--- src/rtl/vram_write_queue.sv ---
// vram_write_queue: buffers CPU VRAM write strobes in a FIFO and drains them
// to the GPU memories one byte per clock, only while the video timing
// "writable" window is open. CPU writes never stall; excess strobes are
// dropped and flagged with a sticky overflow bit.
module vram_write_queue #(
    parameter int  DEPTH = 16,
    parameter int  AW    = 12,
    localparam int LW    = $clog2(DEPTH) + 1
) (
    input  logic          clk_i,
    input  logic          rst_ni,
    input  logic          cpu_we_i,
    input  logic [AW-1:0] cpu_address_i,
    input  logic [7:0]    cpu_data_i,
    input  logic          writable_i,
    input  logic          flush_i,
    input  logic          ovf_clear_i,
    output logic [AW-1:0] address_o,
    output logic [7:0]    data_o,
    output logic          vram_we_o,
    output logic          full_o,
    output logic          empty_o,
    output logic [LW-1:0] level_o,
    output logic          overflow_o,
    output logic          busy_o
);

    localparam int IW = LW - 1;

    typedef enum logic [1:0] {
        ST_IDLE  = 2'd0,
        ST_DRAIN = 2'd1,
        ST_WAIT  = 2'd2
    } state_t;

    // Entry storage: {address, data}
    logic [AW+7:0] mem_q [DEPTH];

    // Pointers carry one extra wrap bit so full and empty are distinguishable
    logic [LW-1:0] wr_ptr_q, wr_ptr_d;
    logic [LW-1:0] rd_ptr_q, rd_ptr_d;
    logic [LW-1:0] count_q, count_d;
    logic [IW-1:0] wr_idx, rd_idx;

    logic [AW-1:0] address_q;
    logic [7:0]    data_q;
    logic          vram_we_q;
    logic          overflow_q, overflow_d;
    logic          busy_q;
    state_t        state_q, state_d;

    logic full, empty, pop, push, drop;

    assign wr_idx  = wr_ptr_q[IW-1:0];
    assign rd_idx  = rd_ptr_q[IW-1:0];
    assign count_q = wr_ptr_q - rd_ptr_q;
    assign full    = (wr_ptr_q[LW-1] != rd_ptr_q[LW-1]) && (wr_idx == rd_idx);
    assign empty   = (wr_ptr_q == rd_ptr_q);

    // Transfer decisions for this edge; a pop frees the slot a full-FIFO push needs
    always_comb begin
        pop  = writable_i && !empty && !flush_i;
        push = cpu_we_i && !flush_i && (!full || pop);
        drop = cpu_we_i && !flush_i && full && !pop;

        wr_ptr_d = wr_ptr_q + (push ? LW'(1) : LW'(0));
        rd_ptr_d = flush_i ? wr_ptr_q : rd_ptr_q + (pop ? LW'(1) : LW'(0));
        count_d  = wr_ptr_d - rd_ptr_d;

        // A drop on the same edge as a clear leaves the flag set
        overflow_d = overflow_q;
        if (drop) begin
            overflow_d = 1'b1;
        end else if (ovf_clear_i) begin
            overflow_d = 1'b0;
        end
    end

    // Next FSM state from the post-edge entry count and the current window
    always_comb begin
        state_d = state_q;
        if (flush_i) begin
            state_d = ST_IDLE;
        end else begin
            case (state_q)
                ST_IDLE: begin
                    if (push) begin
                        state_d = writable_i ? ST_DRAIN : ST_WAIT;
                    end
                end
                ST_DRAIN: begin
                    if (count_d == '0) begin
                        state_d = ST_IDLE;
                    end else if (!writable_i) begin
                        state_d = ST_WAIT;
                    end
                end
                ST_WAIT: begin
                    if (writable_i) begin
                        state_d = (count_d == '0) ? ST_IDLE : ST_DRAIN;
                    end
                end
                default: state_d = ST_IDLE;
            endcase
        end
    end

    // Entry RAM write port; no reset so it maps onto block RAM
    always_ff @(posedge clk_i) begin
        if (push) begin
            mem_q[wr_idx] <= {cpu_address_i, cpu_data_i};
        end
    end

    // Pointers, FSM and registered VRAM-side outputs
    always_ff @(posedge clk_i or negedge rst_ni) begin
        if (!rst_ni) begin
            wr_ptr_q   <= '0;
            rd_ptr_q   <= '0;
            address_q  <= '0;
            data_q     <= '0;
            vram_we_q  <= 1'b0;
            overflow_q <= 1'b0;
            busy_q     <= 1'b0;
            state_q    <= ST_IDLE;
        end else begin
            wr_ptr_q   <= wr_ptr_d;
            rd_ptr_q   <= rd_ptr_d;
            overflow_q <= overflow_d;
            state_q    <= state_d;
            busy_q     <= (state_d != ST_IDLE);
            vram_we_q  <= pop;
            if (pop) begin
                {address_q, data_q} <= mem_q[rd_idx];
            end
        end
    end

    assign address_o  = address_q;
    assign data_o     = data_q;
    assign vram_we_o  = vram_we_q;
    assign full_o     = full;
    assign empty_o    = empty;
    assign level_o    = count_q;
    assign overflow_o = overflow_q;
    assign busy_o     = busy_q;

endmodule

--- config.mk ---
export PLATFORM = sky130hd
export DESIGN_NAME = vram_write_queue
export DESIGN_NICKNAME = d
export VERILOG_FILES = /design/src/rtl/vram_write_queue.sv
export SDC_FILE = /design/constraint.sdc
export NUM_CORES = 1
export LEC_CHECK = 0
export ABC_AREA = 1
export CORE_MARGIN = 4
export CORE_UTILIZATION = 57
export CTS_BUF_LIST = sky130_fd_sc_hd__clkbuf_8
export CTS_CLUSTER_SIZE = 28
export DETAILED_ROUTE_END_ITERATION = 8
export GPL_ROUTABILITY_DRIVEN = 1
export GPL_TIMING_DRIVEN = 0
export PLACE_DENSITY = 0.78
export SETUP_SLACK_MARGIN = 0.1
export SLEW_MARGIN = 20
export SYNTH_ARGS = -nofsm -noshare
export SYNTH_HDL_FRONTEND = slang
export SYNTH_SLANG_ARGS = --single-unit
--- constraint.sdc ---
create_clock -name clk_i -period 3.15 [get_ports clk_i]
set_input_delay 0.63 -clock clk_i [delete_from_list [all_inputs] [get_ports clk_i]]
set_output_delay 0.63 -clock clk_i [all_outputs]
set_load 0.01 [all_outputs]
==> key figures <==
Status
  • Status: complete, but fails checks
  • Failing checks: setup timing

Logic synthesis
  • Library cells used by synthesis: 35
  • Cell taking the most area after synthesis: edfxtp_1
  • Synth Register Bits: 355
  • YS warnings: 0
  • Commonest register cell after synthesis: edfxtp_1
  • Seq/Total Area, Yosys: 0.735
  • Most numerous cell in the Yosys netlist: edfxtp_1
  • Mapped Area: 0.0143 mm^2
  • EDFF count, synth: 320
  • Post-synth ARST share: 0.0986
  • Synth top area share: 0.674
  • Mapped Nets: 1,112
  • Synth cell count leaders: 320 x edfxtp_1, 203 x nor2_1, 164 x o21ai_0, 49 x o221ai_1, 47 x nand2_1
  • Synth area leaders: edfxtp_1 67%, dfrtp_1 6.1%, o21ai_0 5.8%, nor2_1 5.3%, o221ai_1 3.0%
  • Post-Synthesis Cells: 1,073
  • Avg Inst Size Synth: 13.3 um^2

Clock tree
  • Max clock buf depth: 3
  • CTS tree: done
  • Clock latency on the worst-skew pair: 0.59 ns
  • H-tree Lvls: 2
  • Clock root buffer: clkbuf_8
  • CTS Buf Count: 52
  • Clock sinks: 355
  • Clk pin slew, worst setup/hold paths: 0.06 ns

Worst setup path
  • Crit path kind: flip-flop to flip-flop
  • Critical path startpoint category: flip-flop
  • CP bufs+invs: 2
  • CP Data Arrival Time: 3.64 ns
  • CP max FO: 5
  • Critical-path cell list: ha_4, nand4_1, buf_4, nor2_4, nand2_2, nand3_2, inv_4, ha_4, nand3_4, xor2_4, ha_4, a21o_1, o21bai_4, nand3_2, nand2_2, nor2_2, nand2_2, nand2_1, nand2_1, nand2_1, nand2_1
  • CP Capture Type: flip-flop
  • CP delay by family, top: simple AND/OR/NAND/NOR gates
  • Crit-path max cell delay: 0.47 ns
  • Worst path required time: 3.62 ns
  • Cell mode on critical path: nand2_1
  • CP max-delay cell: dfrtp_2

Finish
  • Area Growth Syn to Fin: 19.7%
  • NumNets Final: 1,264
  • Final instance area: 0.0171 mm^2
  • Share of layout cells above drive strength 1: 0.171
  • Final non-filler cell total: 1,591

Floorplanning
  • Core Rows: 57
  • Die Height: 166 um
  • Core area: 0.0245 mm^2
  • Die width: 166 um
  • Die area: 0.0276 mm^2
  • I/O Pins: 56
  • Initial Util: 0.583

Placed design
  • Number of I/O port buffers: 55
  • Gpl congestion: 0.855
  • Post-DP Area: 0.0157 mm^2
  • Dpl hpwl: 25.0 mm
  • Total placed cells including tap cells: 1,463

Drt
  • Wire per inst: 26.5 um
  • Number of nets with antenna violations after routing: 0
  • Initial DRC count: 1,695
  • DRC Markers: 0
  • Routed via count: 10.4k
  • Final wirelength: 42.1 mm
  • Vias per inst: 6.56
  • Pre-Repair DR Iteration Count: 5

GRT
  • Vias in the first global route: 10.2k
  • Grt total ovfl: 0
  • Total GRT Usage: 0.293
  • Global-route wire length before repair: 61.3 mm
  • Initial antenna violation count: 0
  • Largest net degree at the start of global routing: 26

STA
  • Worst-Margin Slew: 0.876 ns
  • Min cycle time layout: 3.18 ns
  • RSZ-0062 raised after global routing: true
  • Count of final hold-check violations: 0
  • F_max: 315 MHz
  • Slew HR: 0.415
  • Period Utilization, post-route: 1.01
  • Final clock skew: 0.0238 ns
  • Setup ws final: -0.0265 ns
  • Slew Viols, Final: 0
  • Total Neg Setup Slack: -0.0424 ns
  • Final setup violation count: 2

Worst hold path
  • Class of the worst hold path: input port to async pin

Power
  • Pwr dens: 911 mW/mm^2
  • Leakage: 5.78 nW
  • VDD IR max: 0.000532 V

Flow run
  • Max-cap viol count: 0
## layer usage
metal | track usage | routed length, um | up-vias
met5 | 0 | 0 | -
met4 | 0.132 | 1900 | 0
met3 | 0.0824 | 6180 | 172
met2 | 0.452 | 19200 | 919
met1 | 0.393 | 14900 | 5008
li1 | - | - | 4333
## cell families (layout without fill, tap and decap cells)
logic type               after synthesis  count (layout)  synth area share
flip-flops                           355             355             0.735
AO/OA/AOI/OAI                        304             304             0.130
AND/OR/NAND/NOR                      291             291            0.0841
buffers and inverters                105             298            0.0348
adder cells (fa/ha/maj)               13              13            0.0119
XOR/XNOR                               5               5           0.00360
other                                  0               1                 0
## state kept, by name, summed over array words and instances, names as in the netlist, 2 cells and up
signal,count
mem_q,320
address_o,12
state_q,2
wr_ptr_q,5
rd_ptr_q,5
data_o,8
## stage by stage
stage	utilization	total power [mW]	hold slack, ns	worst slack, ns
final	0.698	15.6	0.511	-0.0265
after global placement	0.628	11.1	0.517	-1.24
after CTS	0.693	15.0	0.502	-0.217
after global routing	0.698	16.2	0.508	-0.176
after floorplan	-	9.05	0.334	-0.0324
after detailed placement	0.642	11.4	0.535	-0.740
## path summary, 6_finish.rpt
path / start / endpoint / slack (ns) / cells past startpoint
setup reg to reg: wr_ptr_q[3]$_DFF_PN0_ / busy_o$_DFF_PN0_ / -0.03 / 21
hold / removal: rst_ni / address_o[0]$_DFFE_PN0N_ / 0.51 / 2
setup / recovery: wr_ptr_q[3]$_DFF_PN0_ / busy_o$_DFF_PN0_ / -0.03 / 21
min in group clk_i: overflow_o$_DFFE_PN0P_ / overflow_o$_DFFE_PN0P_ / 0.54 / 2
max in group asynchronous: rst_ni / wr_ptr_q[3]$_DFF_PN0_ / 2.14 / 3
hold reg to reg: overflow_o$_DFFE_PN0P_ / overflow_o$_DFFE_PN0P_ / 0.54 / 2
## layout by cell type (no fill, tap or decap), types with 6 or more instances in the layout
master,instances
nand2_2,10
o221ai_1,49
nand3_1,19
a31oi_1,20
buf_12,6
o21ai_0,160
nor2_4,22
clkdlybuf4s50_1,50
ha_4,11
nand2_1,40
edfxtp_1,320
clkbuf_8,59
dfrtp_2,6
dfrtp_1,29
o211ai_1,31
nand3_2,9
clkbuf_1,39
buf_6,6
buf_4,43
buf_2,11
nor2_1,185
inv_1,49
inv_2,6
o22ai_1,32
## layout make-up
cell class | instances | area [um^2]
antenna | 1 | 2.50
buffer | 65 | 338
clock buffer | 58 | 798
clock inverter | 37 | 159
fill | 1578 | 7390
inverter | 35 | 146
multi-input combinational | 613 | 3660
sequential | 355 | 10500
tap | 324 | 405
timing repair buffer | 103 | 1070
## repair_timing
item                                    in CTS  in global routing
resized for setup                           32                 19
gates cloned                                 0                  0
pin swaps                                   30                 29
hold buffers                                 1                  0
buffers inserted                            21                 15
endpoints found under the setup margin     139                136
endpoints found under the hold margin       10                  0
## report_power, final
part	leakage, nW	internal [mW]	switching, mW	total (mW)
clock	0.574	1.69	1.72	3.41
sequential	3.28	5.57	0.251	5.82
combinational	1.93	2.24	4.09	6.33
total	5.78	9.49	6.06	15.6
Power figures use the tool's default switching activity.
==> RTL change 1 (config.mk and constraints unchanged) <==
Make the reset (`rst_ni`) synchronous in one clocked block.
--- a/src/rtl/vram_write_queue.sv
+++ b/src/rtl/vram_write_queue.sv
@@ -113,7 +113,7 @@
     end
 
     // Pointers, FSM and registered VRAM-side outputs
-    always_ff @(posedge clk_i or negedge rst_ni) begin
+    always_ff @(posedge clk_i) begin
         if (!rst_ni) begin
             wr_ptr_q   <= '0;
             rd_ptr_q   <= '0;
Check against the original RTL: differs if rst_ni is asserted again (counterexample within 4 cycles, from zero or initial values and one cycle with rst_ni low); with rst_ni held inactive, the same outputs for 10 cycles.
==> RTL change 1 against the unedited design <==
  * The flow still finishes with violations (setup timing)
  * Design area up 2.4%
  * Area after synthesis about the same
  * Global-route usage down 0.98 points
  * Worst setup slack worse by 420 ps
  * Sequential share of layout area down 2.4 points
  * Sequential cell count unchanged
  * Clock skew up 17 ps
  * Die area about the same
  * Wire length up 1.2%
  * Critical path type unchanged
  * Largest cell class unchanged
Power is not compared: it rests on default switching activity, and its combinational part moved more than twofold at a synthesized area within 25%.
==> RTL change 1: results (changes against the unedited design) <==
Parameter                              Value

GRT
  Total global routing track utilization ... 28.3% (-0.98 points)
  Global-route wire length before repair ... 59700 µm (-2.7%)

Synthesis
  Dominant cells by area after synthesis ... edfxtp_1 67%, o21ai_0 5.4%, nor2_1 5.0%
  Adder and majority gate portion of the synthesized area ... 1.19% (about the same)
  Commonest cells post-synth ... 320 x edfxtp_1, 189 x nor2_1, 154 x o21ai_0
  Mapped Avg Cell Area ... 12.9 µm² (-3.2%)
  Fraction of the yosys area taken by sequential cells ... 72.2% (-1.3 points)
  Area fraction in compound gates after synthesis ... 13.2% (+0.13 points)
  Count of unique library cells instantiated by Yosys ... 36 (+2.9%)
  Fraction of registers with async set or reset after synthesis ... 0% (-9.9 points)

Status
  Violated checks ... setup timing
  Status ... complete, but fails checks

Setup path
  Arrival time reported for the critical path endpoint ... 4070 ps (+430 ps)
  Startpoint of the worst-slack reg-to-reg timing path ... rd_ptr_q[2]
  Crit path largest cell delay ... 350 ps (-120 ps)
  Depth of the most critical reg-to-reg path ... 26 (+24%)
  Slowest stage cell, crit path ... dfxtp_2
  Critical R2R Capture ... busy_o

Route
  First-pass DRT Iterations ... 6 (+1)
  Per-cell via count in the routed design ... 6.47 (-1.3%)
  Iteration-0 DRC Markers ... 1809 (+6.7%)
  DRT Wirelength ... 42700 µm (+1.2%)
  Routed vias ... 10700 (+2.5%)

Layout
  Share of cell area taken by multi-input logic gates ... 21.9% (+0.47 points)
  Fraction of final layout cells with drive strength greater than 1 ... 18.2% (+1.2 points)
  Number of non-clock inverters in the layout ... 56 (+60%)
  Share of final layout cell area taken by clock buffers and inverters ... 5.83% (+0.22 points)
  Clock buffer count ... 57 (-1.7%)
  Multi-input combinational cell count ... 633 (+3.3%)
  Non-clock buffer instance count of the final layout ... 184 (+9.5%)
  Signal buf overhead ... 9.47% (+1.3 points)
  Nets ... 1322 (+4.6%)

Hold path
  Hold/Removal Path Class ... in2reg

Place
  Number of port buffers ... 54 (-1.8%)
  Total cell area at the placement stage ... 15700 µm² (-0.22%)
  Post-placement worst setup slack ... -690 ps (+50.3 ps)
  Number of cells after detailed placement ... 1493 (+2.1%)

STA
  Final-layout worst hold slack ... 417 ps (-93.1 ps)
  Tightest slew margin relative to the limit ... 46.4% (+4.9 points)
  Final setup viols ... 3 (+1)
  Worst clock skew ... 40.7 ps (+16.9 ps)
  Summed negative setup slack over all endpoints ... -1200 ps (-1150 ps)
  Worst setup slack after layout ... -444 ps (-418 ps)

Clock tree
  CTS clk-pin slew, worst paths ... 80 ps (+20 ps)
  Source-to-sink clock delay at the later pin of the worst-skew pair ... 630 ps (+40 ps)
==> RTL change 1: worst max-delay path by stage <==
stage                startpoint            to  cells after the start
floorplan           rd_ptr_q[1]        busy_o                     27
global placement    rd_ptr_q[1]  mem_q[7][13]                     13
detailed placement  rd_ptr_q[2]        busy_o                     28
CTS                 rd_ptr_q[1]        busy_o                     28
global route        rd_ptr_q[2]        busy_o                     26
finish              rd_ptr_q[2]        busy_o                     26
==> RTL change 1: power by group <==
part / switching (W) / internal (W) / leakage, nW
clock: 0.00181 / 0.00184 / 0.582
sequential: 0.0000267 / 0.00518 / 3.17
combinational: 0.000590 / 0.000332 / 2.27
==> RTL change 1: layer usage <==
metal | global-route usage (%) | routed length (µm) | vias to the layer above
li1 | - | - | 4504
met1 | 36.1 | 14600 | 5017
met2 | 46.5 | 20400 | 956
met3 | 5.88 | 5290 | 212
met4 | 14.3 | 2440 | 0
met5 | 0 | 0 | -
==> RTL change 2 (same flow settings) <==
Without the edit above. The parameter `DEPTH` goes from 16 to 32.
--- a/src/rtl/vram_write_queue.sv
+++ b/src/rtl/vram_write_queue.sv
@@ -3,7 +3,7 @@
 // "writable" window is open. CPU writes never stall; excess strobes are
 // dropped and flagged with a sticky overflow bit.
 module vram_write_queue #(
-    parameter int  DEPTH = 16,
+    parameter int  DEPTH = 32,
     parameter int  AW    = 12,
     localparam int LW    = $clog2(DEPTH) + 1
 ) (
Interface: changed (resized level_o); port bits go from 56 to 57. The function was not compared with the original's and may differ.
==> RTL change 2 against the unedited design <==
  * The run still ends with setup timing left
  * Worst setup slack worse by 350 ps
  * Combinational power rose by 90%
  * Design area rose by 92%
  * Sequential cell count increased by 322
  * First-iteration DRC count up 110%
  * Area after synthesis increased by 93%
  * Wire length increased by 120%
  * Total power rose by 91%
  * Largest power group unchanged
==> RTL change 2: results (changes against the unedited design) <==
Parameter                              Value

Status
  Violated checks ... setup timing
  Status ... complete, but fails checks

Place
  Last weighted congestion value of the routability-driven placer ... 0.953 (+11%)
  Post-placement worst setup slack ... -1120 ps (-382 ps)
  Number of port buffers ... 55 (unchanged)
  Number of cells after detailed placement ... 2901 (+98%)
  Total cell area at the placement stage ... 29800 µm² (+89%)
  HPWL reported at the end of detailed placement ... 56400 µm (+130%)

Setup path
  Arrival time reported for the critical path endpoint ... 4100 ps (+460 ps)
  Startpoint of the worst-slack reg-to-reg timing path ... wr_ptr_q[3]
  Top fanout value on the critical path ... 8 (+3)
  Depth of the most critical reg-to-reg path ... 27 (+29%)

Layout
  Fraction of final layout cells with drive strength greater than 1 ... 18.1% (+1.1 points)
  Fill cell count ... 3141 (+99%)
  Nets ... 2508 (+98%)
  Number of flip-flops under the largest register name ... 640 (+100%)
  Register bank with the most flops ... mem_q

Route
  Routed vias ... 20400 (+96%)
  Met3 wire length ... 15300 µm (+150%)
  Met1 Routed Length ... 29200 µm (+97%)
  Iteration-0 DRC Markers ... 3553 (+110%)
  Per-cell via count in the routed design ... 6.46 (-1.4%)
  First-pass DRT Iterations ... 6 (+1)
  Met2 WL ... 39800 µm (+110%)
  DRC violation count after routing ... 0 (unchanged)
  Topmost layer with routed signal wires ... met4
  DRT Wirelength ... 92500 µm (+120%)

Clock tree
  Root cell of the clock tree ... clkbuf_8
  Clock Sink Count ... 677 (+91%)
  Source-to-sink clock delay at the later pin of the worst-skew pair ... 750 ps (+160 ps)
  Longest Clk Path Bufs ... 3 (unchanged)
  Number of H-tree levels ... 3 (+1)
  CTS clk-pin slew, worst paths ... 60 ps (about the same)
  CTS buffer count ... 106 (+100%)

Power and ir drop
  Net switching fraction of the power ... 40.7% (+1.7 points)
  Worst VDD drop ... 0.693 mV (+30%)
  Leakage ... 11.7 nW (+100%)

GRT
  Global-route wire length before repair ... 131000 µm (+110%)
  Routing usage on met3 ... 12.6% (+4.4 points)
  Maximum number of pins on one net before global-route repair ... 33 (+27%)
  Met2 layer usage reported by global route ... 51.1% (+5.9 points)
  GRT met1 Usage ... 42.9% (+3.5 points)
  Total global routing track utilization ... 34.6% (+5.2 points)

STA
  Summed negative setup slack over all endpoints ... -1070 ps (-1020 ps)
  Worst setup slack after layout ... -374 ps (-348 ps)
  Worst clock skew ... 59.9 ps (+36.1 ps)
  Slew at the pin with the worst max-slew slack ... 1160 ps (+285 ps)
  Final-layout worst hold slack ... 402 ps (-109 ps)
  Final setup viols ... 3 (+1)

Hold path
  Hold/Removal Path Class ... in2async

Synthesis
  Number of flops mapped to enable cells by yosys ... 640 (+100%)
  Commonest cells post-synth ... 640 x edfxtp_1, 343 x nand2_1, 303 x nor2_1
  Fraction of registers with async set or reset after synthesis ... 5.47% (-4.4 points)
  Fraction of the yosys area taken by sequential cells ... 73.0% (-0.51 points)
  Dominant cells by area after synthesis ... edfxtp_1 70%, nand2_1 4.7%, nor2_1 4.1%
  Mapped Avg Cell Area ... 12.5 µm² (-6.1%)
  Nets in the synthesized netlist ... 2252 (+100%)
-- RTL change 2: changes by cell type in the layout (fill, tap and decap cells not counted), moves of 63 or more --
cell      change
nand3_1     +130
nor2_1       +79
inv_1        +93
nand2_1     +297
clkbuf_8     +63
edfxtp_1    +320
-- RTL change 2: final cells by class --
class | instances | area (µm²) | share of cell area [%]
Sequential cell | 677 | 20200 | 61.4
Multi-Input combinational cell | 1288 | 6880 | 21.0
Clock buffer | 122 | 1680 | 5.12
Timing Repair Buffer | 138 | 1640 | 5.00
Buffer | 129 | 838 | 2.56
Tap cell | 615 | 769 | 2.35
Inverter | 127 | 513 | 1.56
Clock inverter | 66 | 324 | 0.988
Antenna cell | 1 | 2.50 | 0.00763
-- RTL change 2: cell families after synthesis --
group,synth area share (%)
AND/OR/NAND/NOR,12.2
flip-flops,73.0
buffers and inverters,4.66
XOR/XNOR,0.254
adder cells (fa/ha/maj),0.708
AO/OA/AOI/OAI,9.11
-- RTL change 2: worst max path at each step --
stage / startpoint / endpoint / depth (start not counted)
floorplan: rd_ptr_q[2] / busy_o / 27
global placement: rd_ptr_q[1] / mem_q[6][1] / 10
detailed placement: rd_ptr_q[1] / busy_o / 27
CTS: rd_ptr_q[3] / busy_o / 25
global route: rd_ptr_q[2] / busy_o / 29
finish: wr_ptr_q[3] / busy_o / 27
-- RTL change 2: power groups by stage --
| stage | Combinational, W | Sequential, W | Clock, W |
|---|---|---|---|
| 6_report | 0.0120 | 0.0106 | 0.00705 |
| 5_1_grt | 0.0124 | 0.0106 | 0.00747 |
| 4_1_cts | 0.0112 | 0.0106 | 0.00703 |
| 3_5_place_dp | 0.0105 | 0.0108 | 0 |
| 3_3_place_gp | 0.0100 | 0.0108 | 0 |
| 2_1_floorplan | 0.00591 | 0.0108 | 0 |
-- RTL change 2: critical path: stages, from the launching register on --
cell and delay (ps):
dfrtp_2 510, ha_4 330, nand2_4 60, nor2_4 110
nand3_4 110, nor2_4 160, nor3_4 60, buf_6 140
ha_4 160, ha_4 170, nand2_4 80, nor2_4 50
inv_2 50, nand2_2 50, nand3_2 80, o21ai_2 90
inv_2 110, ha_4 210, a21oi_2 140, o21ai_2 70
a21oi_2 150, inv_1 60, nand2_1 70, nand3_2 90
nand2_1 80, nand2_1 50, nand2_1 70, nand2_1 60
-- RTL change 2: what timing repair did --
item,in CTS,in global routing
buffers inserted,44,18
pin swaps,51,32
hold endpoints to repair,15,0
hold buffers,1,0
cloned,13,0
setup endpoints to repair,651,421
resized for setup,70,30
